--- config.mk ---
export PLATFORM = sky130hd
export DESIGN_NAME = imem_dmem_arbiter
export DESIGN_NICKNAME = d
export VERILOG_FILES = /design/src/rtl/imem_dmem_arbiter_pkg.sv /design/src/rtl/imem_dmem_arbiter_arb_priority_sel.sv /design/src/rtl/imem_dmem_arbiter.sv
export SDC_FILE = /design/constraint.sdc
export NUM_CORES = 1
export LEC_CHECK = 0
export BUFFER_PORTS_ARGS = -buffer_cell sky130_fd_sc_hd__buf_2
export CAP_MARGIN = 30
export CORE_MARGIN = 2
export CORE_UTILIZATION = 44
export DETAILED_ROUTE_END_ITERATION = 10
export PLACE_DENSITY = 0.85
export SYNTH_ARGS = -nofsm -noshare
export SYNTH_HDL_FRONTEND = slang
export SYNTH_SLANG_ARGS = --single-unit
--- constraint.sdc ---
create_clock -name clk -period 2 [get_ports clk]
set_clock_uncertainty 0.2 [all_clocks]
set_input_delay 0.4 -clock clk [delete_from_list [all_inputs] [get_ports clk]]
set_output_delay 0.4 -clock clk [all_outputs]
set_load 0.005 [all_outputs]
--- src/rtl/imem_dmem_arbiter_pkg.sv ---
// Shared types and defaults for the unified instruction/data memory arbiter.
package imem_dmem_arbiter_pkg;

    // Bus widths shared with the CPU top.
    localparam int ADDR_W_DEF = 32;
    localparam int DATA_W_DEF = 32;

    // Arbiter sequencing states.
    typedef enum logic [1:0] {
        IDLE     = 2'd0,
        ISSUE_IF = 2'd1,
        ISSUE_DM = 2'd2,
        RESP     = 2'd3
    } state_t;

    // Which requester owns the current access.
    typedef enum logic {
        GRANT_IF = 1'b0,
        GRANT_DM = 1'b1
    } grant_t;

endpackage : imem_dmem_arbiter_pkg

--- src/rtl/imem_dmem_arbiter_arb_priority_sel.sv ---
// Combinational priority select (arb_priority_sel): data normally beats fetch,
// but a waiting fetch wins once the data streak reaches its limit.
module imem_dmem_arbiter_arb_priority_sel
    import imem_dmem_arbiter_pkg::*;
#(
    parameter int DM_STREAK_MAX = 4,
    parameter int STREAK_W      = 3
) (
    input  logic                if_req,
    input  logic                dm_req,
    input  logic [STREAK_W-1:0] streak,
    output grant_t              grant,
    output logic [STREAK_W-1:0] streak_next
);

    localparam logic [STREAK_W-1:0] STREAK_LIM = STREAK_W'(DM_STREAK_MAX);
    localparam logic [STREAK_W-1:0] STREAK_ONE = STREAK_W'(1);

    // Choose the winner and the streak value to keep after this grant.
    always_comb begin
        grant       = GRANT_IF;
        streak_next = '0;
        if (dm_req && (!if_req || (streak < STREAK_LIM))) begin
            grant = GRANT_DM;
            if (if_req) begin
                // Saturate so a stalled fetch always gets the next slot.
                if (streak < STREAK_LIM) begin
                    streak_next = streak + STREAK_ONE;
                end else begin
                    streak_next = STREAK_LIM;
                end
            end else begin
                streak_next = '0;
            end
        end else begin
            grant       = GRANT_IF;
            streak_next = '0;
        end
    end

endmodule : imem_dmem_arbiter_arb_priority_sel

--- src/rtl/imem_dmem_arbiter.sv ---
// Shares one single-port synchronous RAM between instruction fetch and data
// access. Each access runs IDLE -> ISSUE_x -> RESP -> IDLE.
module imem_dmem_arbiter
    import imem_dmem_arbiter_pkg::*;
#(
    parameter int ADDR_W        = ADDR_W_DEF,
    parameter int DATA_W        = DATA_W_DEF,
    parameter int MEM_AW        = 11,
    parameter int DM_STREAK_MAX = 4
) (
    input  logic              clk,
    input  logic              rst,
    input  logic              if_req,
    input  logic [ADDR_W-1:0] if_addr,
    output logic              if_ready,
    output logic [DATA_W-1:0] if_rdata,
    input  logic              dm_req,
    input  logic              dm_we,
    input  logic [ADDR_W-1:0] dm_addr,
    input  logic [DATA_W-1:0] dm_wdata,
    output logic              dm_ready,
    output logic [DATA_W-1:0] dm_rdata,
    output logic              cpu_stall,
    output logic              mem_en,
    output logic              mem_we,
    output logic [MEM_AW-1:0] mem_addr,
    output logic [DATA_W-1:0] mem_wdata,
    input  logic [DATA_W-1:0] mem_rdata
);

    localparam int STREAK_W = $clog2(DM_STREAK_MAX + 1);

    state_t              state_r, state_s;
    grant_t              grant_s;
    logic [STREAK_W-1:0] streak_r, streak_next_s;
    logic                arb_fire_s;
    logic [ADDR_W-1:0]   addr_sel_s;
    logic                dm_wr_r;
    logic                mem_en_r, mem_we_r;
    logic [MEM_AW-1:0]   mem_addr_r;
    logic [DATA_W-1:0]   mem_wdata_r;
    logic                if_ready_r, dm_ready_r;
    logic [DATA_W-1:0]   if_rdata_r, dm_rdata_r;
    logic                unused_addr_bits_s;

    imem_dmem_arbiter_arb_priority_sel #(
        .DM_STREAK_MAX (DM_STREAK_MAX),
        .STREAK_W      (STREAK_W)
    ) u_prio (
        .if_req      (if_req),
        .dm_req      (dm_req),
        .streak      (streak_r),
        .grant       (grant_s),
        .streak_next (streak_next_s)
    );

    assign arb_fire_s = (state_r == IDLE) && (if_req || dm_req);
    assign addr_sel_s = (grant_s == GRANT_DM) ? dm_addr : if_addr;

    // Byte-offset and above-RAM address bits are deliberately dropped (wrap).
    assign unused_addr_bits_s = ^{if_addr[1:0], dm_addr[1:0],
                                  if_addr[ADDR_W-1:MEM_AW+2], dm_addr[ADDR_W-1:MEM_AW+2]};

    // Next-state decode; requests are only looked at in IDLE.
    always_comb begin
        state_s = state_r;
        case (state_r)
            IDLE: begin
                if (arb_fire_s) begin
                    state_s = (grant_s == GRANT_DM) ? ISSUE_DM : ISSUE_IF;
                end else begin
                    state_s = IDLE;
                end
            end
            ISSUE_IF: state_s = RESP;
            ISSUE_DM: state_s = RESP;
            RESP:     state_s = IDLE;
            default:  state_s = IDLE;
        endcase
    end

    // State, arbitration bookkeeping, RAM command and response registers.
    always_ff @(posedge clk) begin
        if (rst) begin
            state_r     <= IDLE;
            streak_r    <= '0;
            dm_wr_r     <= 1'b0;
            mem_en_r    <= 1'b0;
            mem_we_r    <= 1'b0;
            mem_addr_r  <= '0;
            mem_wdata_r <= '0;
            if_ready_r  <= 1'b0;
            dm_ready_r  <= 1'b0;
            if_rdata_r  <= '0;
            dm_rdata_r  <= '0;
        end else begin
            state_r <= state_s;
            if (arb_fire_s) begin
                // Latch the winner's command so a dropped request still completes.
                streak_r    <= streak_next_s;
                dm_wr_r     <= (grant_s == GRANT_DM) && dm_we;
                mem_en_r    <= 1'b1;
                mem_we_r    <= (grant_s == GRANT_DM) && dm_we;
                mem_addr_r  <= addr_sel_s[MEM_AW+1:2];
                mem_wdata_r <= (grant_s == GRANT_DM) ? dm_wdata : '0;
            end else begin
                mem_en_r    <= 1'b0;
                mem_we_r    <= 1'b0;
                mem_addr_r  <= '0;
                mem_wdata_r <= '0;
            end
            if_ready_r <= (state_r == ISSUE_IF);
            dm_ready_r <= (state_r == ISSUE_DM);
            if (if_ready_r) begin
                if_rdata_r <= mem_rdata;
            end
            if (dm_ready_r && !dm_wr_r) begin
                dm_rdata_r <= mem_rdata;
            end
        end
    end

    // RAM data arrives in RESP, so it is forwarded during the ready pulse and
    // held in the response register afterwards.
    assign if_rdata  = if_ready_r ? mem_rdata : if_rdata_r;
    assign dm_rdata  = (dm_ready_r && !dm_wr_r) ? mem_rdata : dm_rdata_r;
    assign if_ready  = if_ready_r;
    assign dm_ready  = dm_ready_r;
    assign mem_en    = mem_en_r;
    assign mem_we    = mem_we_r;
    assign mem_addr  = mem_addr_r;
    assign mem_wdata = mem_wdata_r;
    assign cpu_stall = (if_req && !if_ready_r) || (dm_req && !dm_ready_r);

endmodule : imem_dmem_arbiter
==> run_results.csv <==
group,metric,value,unit
power_and_ir_drop,ir_drop,0.798,mV
cts,clk_latency,0.49,ns
floorplanning,core,9330,um2
cts,clock-sinks,117,
synthesis,syn_nets,505,
global_route,grt_max_degree,37,
worst_hold_path,hp-start,"if_req",
sta,rsz0062_at_grt,"yes",
final_layout,stdcell_area,7490,um2
placement,gp_congestion,0.755,
critical_path,path_delay_family,"buffers and inverters",
synthesis,synthMuxAreaShare,19.5,%
critical_path,r2r_slack,0.27,ns
final_layout,drive_above_1_share,51.1,%
critical_path,timing.rr.end,"mem_addr[4]",
cts,cts_tree,"done",
synthesis,synth_xor_area_share,0,%
placement,dpl_cell_area,5460,um2
sta,fmax,439,MHz
global_route,grt_use_total,27.5,%
global_route,grt_antenna_before_repair,0,
final_layout,nets,788,
floorplanning,start_util,45.9,%
global_route,grt_pass1_wl,21800,um
cts,path_clk_slew,0.06,ns
cts,cts_root_buf,"clkbuf_8",
sta,slew_headroom,74.7,%
critical_path,slowest_stage,"mux2_4",
power_and_ir_drop,p_leak,3.78,nW
critical_path,crit_chain,"nand2b_4, buf_12, buf_16, mux2_4, buf_6",
synthesis,synthAdderAreaFrac,1.46,%
routing,final_antenna_net_count,0,
sta,finalCriticalPeriod,2.28,ns
run_status,status,"complete, but fails checks",
floorplanning,die_area,10500,um2
synthesis,synth_top_family_by_area,"multiplexers",
power_and_ir_drop,power_density,1170,nW/um2
critical_path,cp.buffers_inverters,3,
sta,period_share,114,%
critical_path,crit_end,"dm_rdata[19]",
routing,vias,3887,
critical_path,worstPathArrival,1.68,ns
floorplanning,die_y,103,um
sta,setup_ws,-0.280,ns
cts,cts_buffer_depth,2,
run_status,violations,"setup timing",
final_layout,multi_input_area,1950,um2
critical_path,required,1.40,ns
power_and_ir_drop,internal_power,0.00633,W
sta,worst_pin_slew,0.380,ns
routing,dr.pass1.iters,5,
final_layout,layout_common_cells,"142 x buf_2, 114 x dfxtp_1, 66 x nor2b_1, 64 x mux2_4, 62 x buf_6",
synthesis,synthCells,367,
floorplanning,rows,35,
final_layout,utilization,80.3,%
floorplanning,die_w,103,um
final_layout,diodes,0,
synthesis,synth.yosys.warnings,0,
critical_path,crit_cells,5,
final_layout,num-fill-cells,517,
critical_path,cpPeakStageDelay,0.32,ns
power_and_ir_drop,p_clk_share,33.8,%
synthesis,ys_seq_area_share,54.7,%
power_and_ir_drop,p_seq_share,32.0,%
global_route,grt-ovfl-total,0,
routing,drc_errors,0,
power_and_ir_drop,switching_share,27.5,%
power_and_ir_drop,pwr-share-comb,34.2,%
synthesis,avgSynthCellArea,11.7,um2
critical_path,ff2ff_path_depth,6,
critical_path,path_max_fanout,6,
sta,finalHoldViolations,0,
placement,hpwl,7230,um
critical_path,crit_type,"reg -> out",
synthesis,synth-simple-area-share,17.7,%
worst_hold_path,hp-class,"in -> reg",
synthesis,syn-cell-area,4280,um2
power_and_ir_drop,switchingPower,0.00240,W
synthesis,yosys_register_bits,117,
critical_path,cp-end-kind,"output port",
synthesis,synth_compound_area_share,3.22,%
synthesis,ys_types,24,
critical_path,startpoint_type,"register",
placement,io_buffer_count,202,
routing,wl,14500,um
final_layout,area_growth,74.9,%
floorplanning,io_pins,245,
routing,drt_iter0_markers,153,
final_layout,fin_cells,792,
sta,slew_violations,0,
flow_run,drv_cap,0,
cts,cts_htree_levels,4,
global_route,grt_pass1_vias,4287,
routing,wl_per_cell,18.3,um
critical_path,startpoint,"dm_wr_r",
final_layout,final_common_cell,"buf_2",
placement,dp_cells,687,
sta,setup_viol,65,
final_layout,final-seq-area,2350,um2
cts,numCtsBuffers,17,
critical_path,r2r_start,"state_r[0]",
routing,vias_per_cell,4.91,
[metrics by stage]
stage	TNS [ns]	hold slack, ns	total power [W]	setup slack, ns
after floorplan	0	0.217	0.00392	0.363
after global placement	-1.56	0.236	0.00465	-0.0859
after detailed placement	-1.63	0.244	0.00471	-0.109
after CTS	-15.48	0.0221	0.00862	-0.303
after global routing	-17.26	0.0220	0.00910	-0.345
final	-13.47	0.0525	0.00872	-0.280
[worst min-delay path by stage]
stage,to,slack [ns],cells after the start
floorplan,dm_wr_r,0.22,1
global placement,dm_wr_r,0.24,1
detailed placement,dm_wr_r,0.24,1
CTS,streak_r[2],0.02,2
global route,streak_r[2],0.02,2
finish,streak_r[2],0.05,2
[cell usage after synthesis (all sizes together)]
cell type	count	area (um2)
nor2b	67	419
and3	33	206
dfxtp	117	2340
a21boi	1	11.3
a21oi	12	60.1
nor4	1	6.26
a31o	1	8.76
nand2	24	90.1
a21bo	1	10.0
ha	5	62.6
a21o	3	22.5
nand2b	2	12.5
a32o	1	10.0
a22o	1	8.76
o22ai	1	6.26
nor2	2	7.51
inv	5	18.8
buf	12	85.1
clkbuf	12	45.0
or2	1	6.26
nor3b	1	7.51
mux2	64	833
[layer usage]
| metal | global-route usage, % | vias up | share of wire [%] |
|---|---|---|---|
| met1 | 29.4 | 1863 | 37 |
| met4 | 11.0 | 0 | 2.7 |
| li1 | - | 1794 | - |
| met2 | 50.0 | 201 | 52 |
| met5 | 0 | - | 0 |
| met3 | 9.08 | 29 | 7.7 |
[layout make-up]
type	count	share of cell area, %
multi-input cells	221	26.0
repair buffers	288	32.4
well taps	129	2.16
clock inverters	15	2.24
clock buffers	17	5.53
flip-flops and latches	117	31.4
inverters	5	0.251
[cell families (layout without fill, tap and decap cells)]
kind of cell	Yosys count	count (layout)
adder cells (fa/ha/maj)	5	5
flip-flops	117	117
multiplexers	64	64
buffers and inverters	29	325
AND/OR/NAND/NOR	131	131
AO/OA/AOI/OAI	21	21
[timing repair]
item,4_1_cts,5_1_grt
hold buffers,55,0
buffers inserted,7,3
endpoints found under the setup margin,91,76
cloned,8,0
gates resized for setup,112,4
pin swaps,1,0
hold endpoints to repair,44,0
[power groups by stage]
stage	registers [W]	logic, W	clock network [W]
after CTS	0.00278	0.00286	0.00298
after detailed placement	0.00280	0.00191	0
final	0.00279	0.00298	0.00295
after floorplan	0.00280	0.00112	0
after global placement	0.00279	0.00186	0
after global routing	0.00282	0.00317	0.00311
[state kept, by name (all words and copies together) (netlist names), 2 cells and up]
| signal | cells |
|---|---|
| dm_rdata_r | 32 |
| mem_addr | 11 |
| mem_wdata | 32 |
| state_r | 2 |
| if_rdata_r | 32 |
| streak_r | 3 |
[worst register-to-register path, stage by stage, from the launching register on]
cell and delay, ns:
dfxtp_1 0.31, inv_1 0.08, ha_1 0.17, nor2b_4 0.36, nand2_1 0.14, buf_4 0.20, a21oi_1 0.18
No activity file was read; power rests on OpenSTA's default activity.
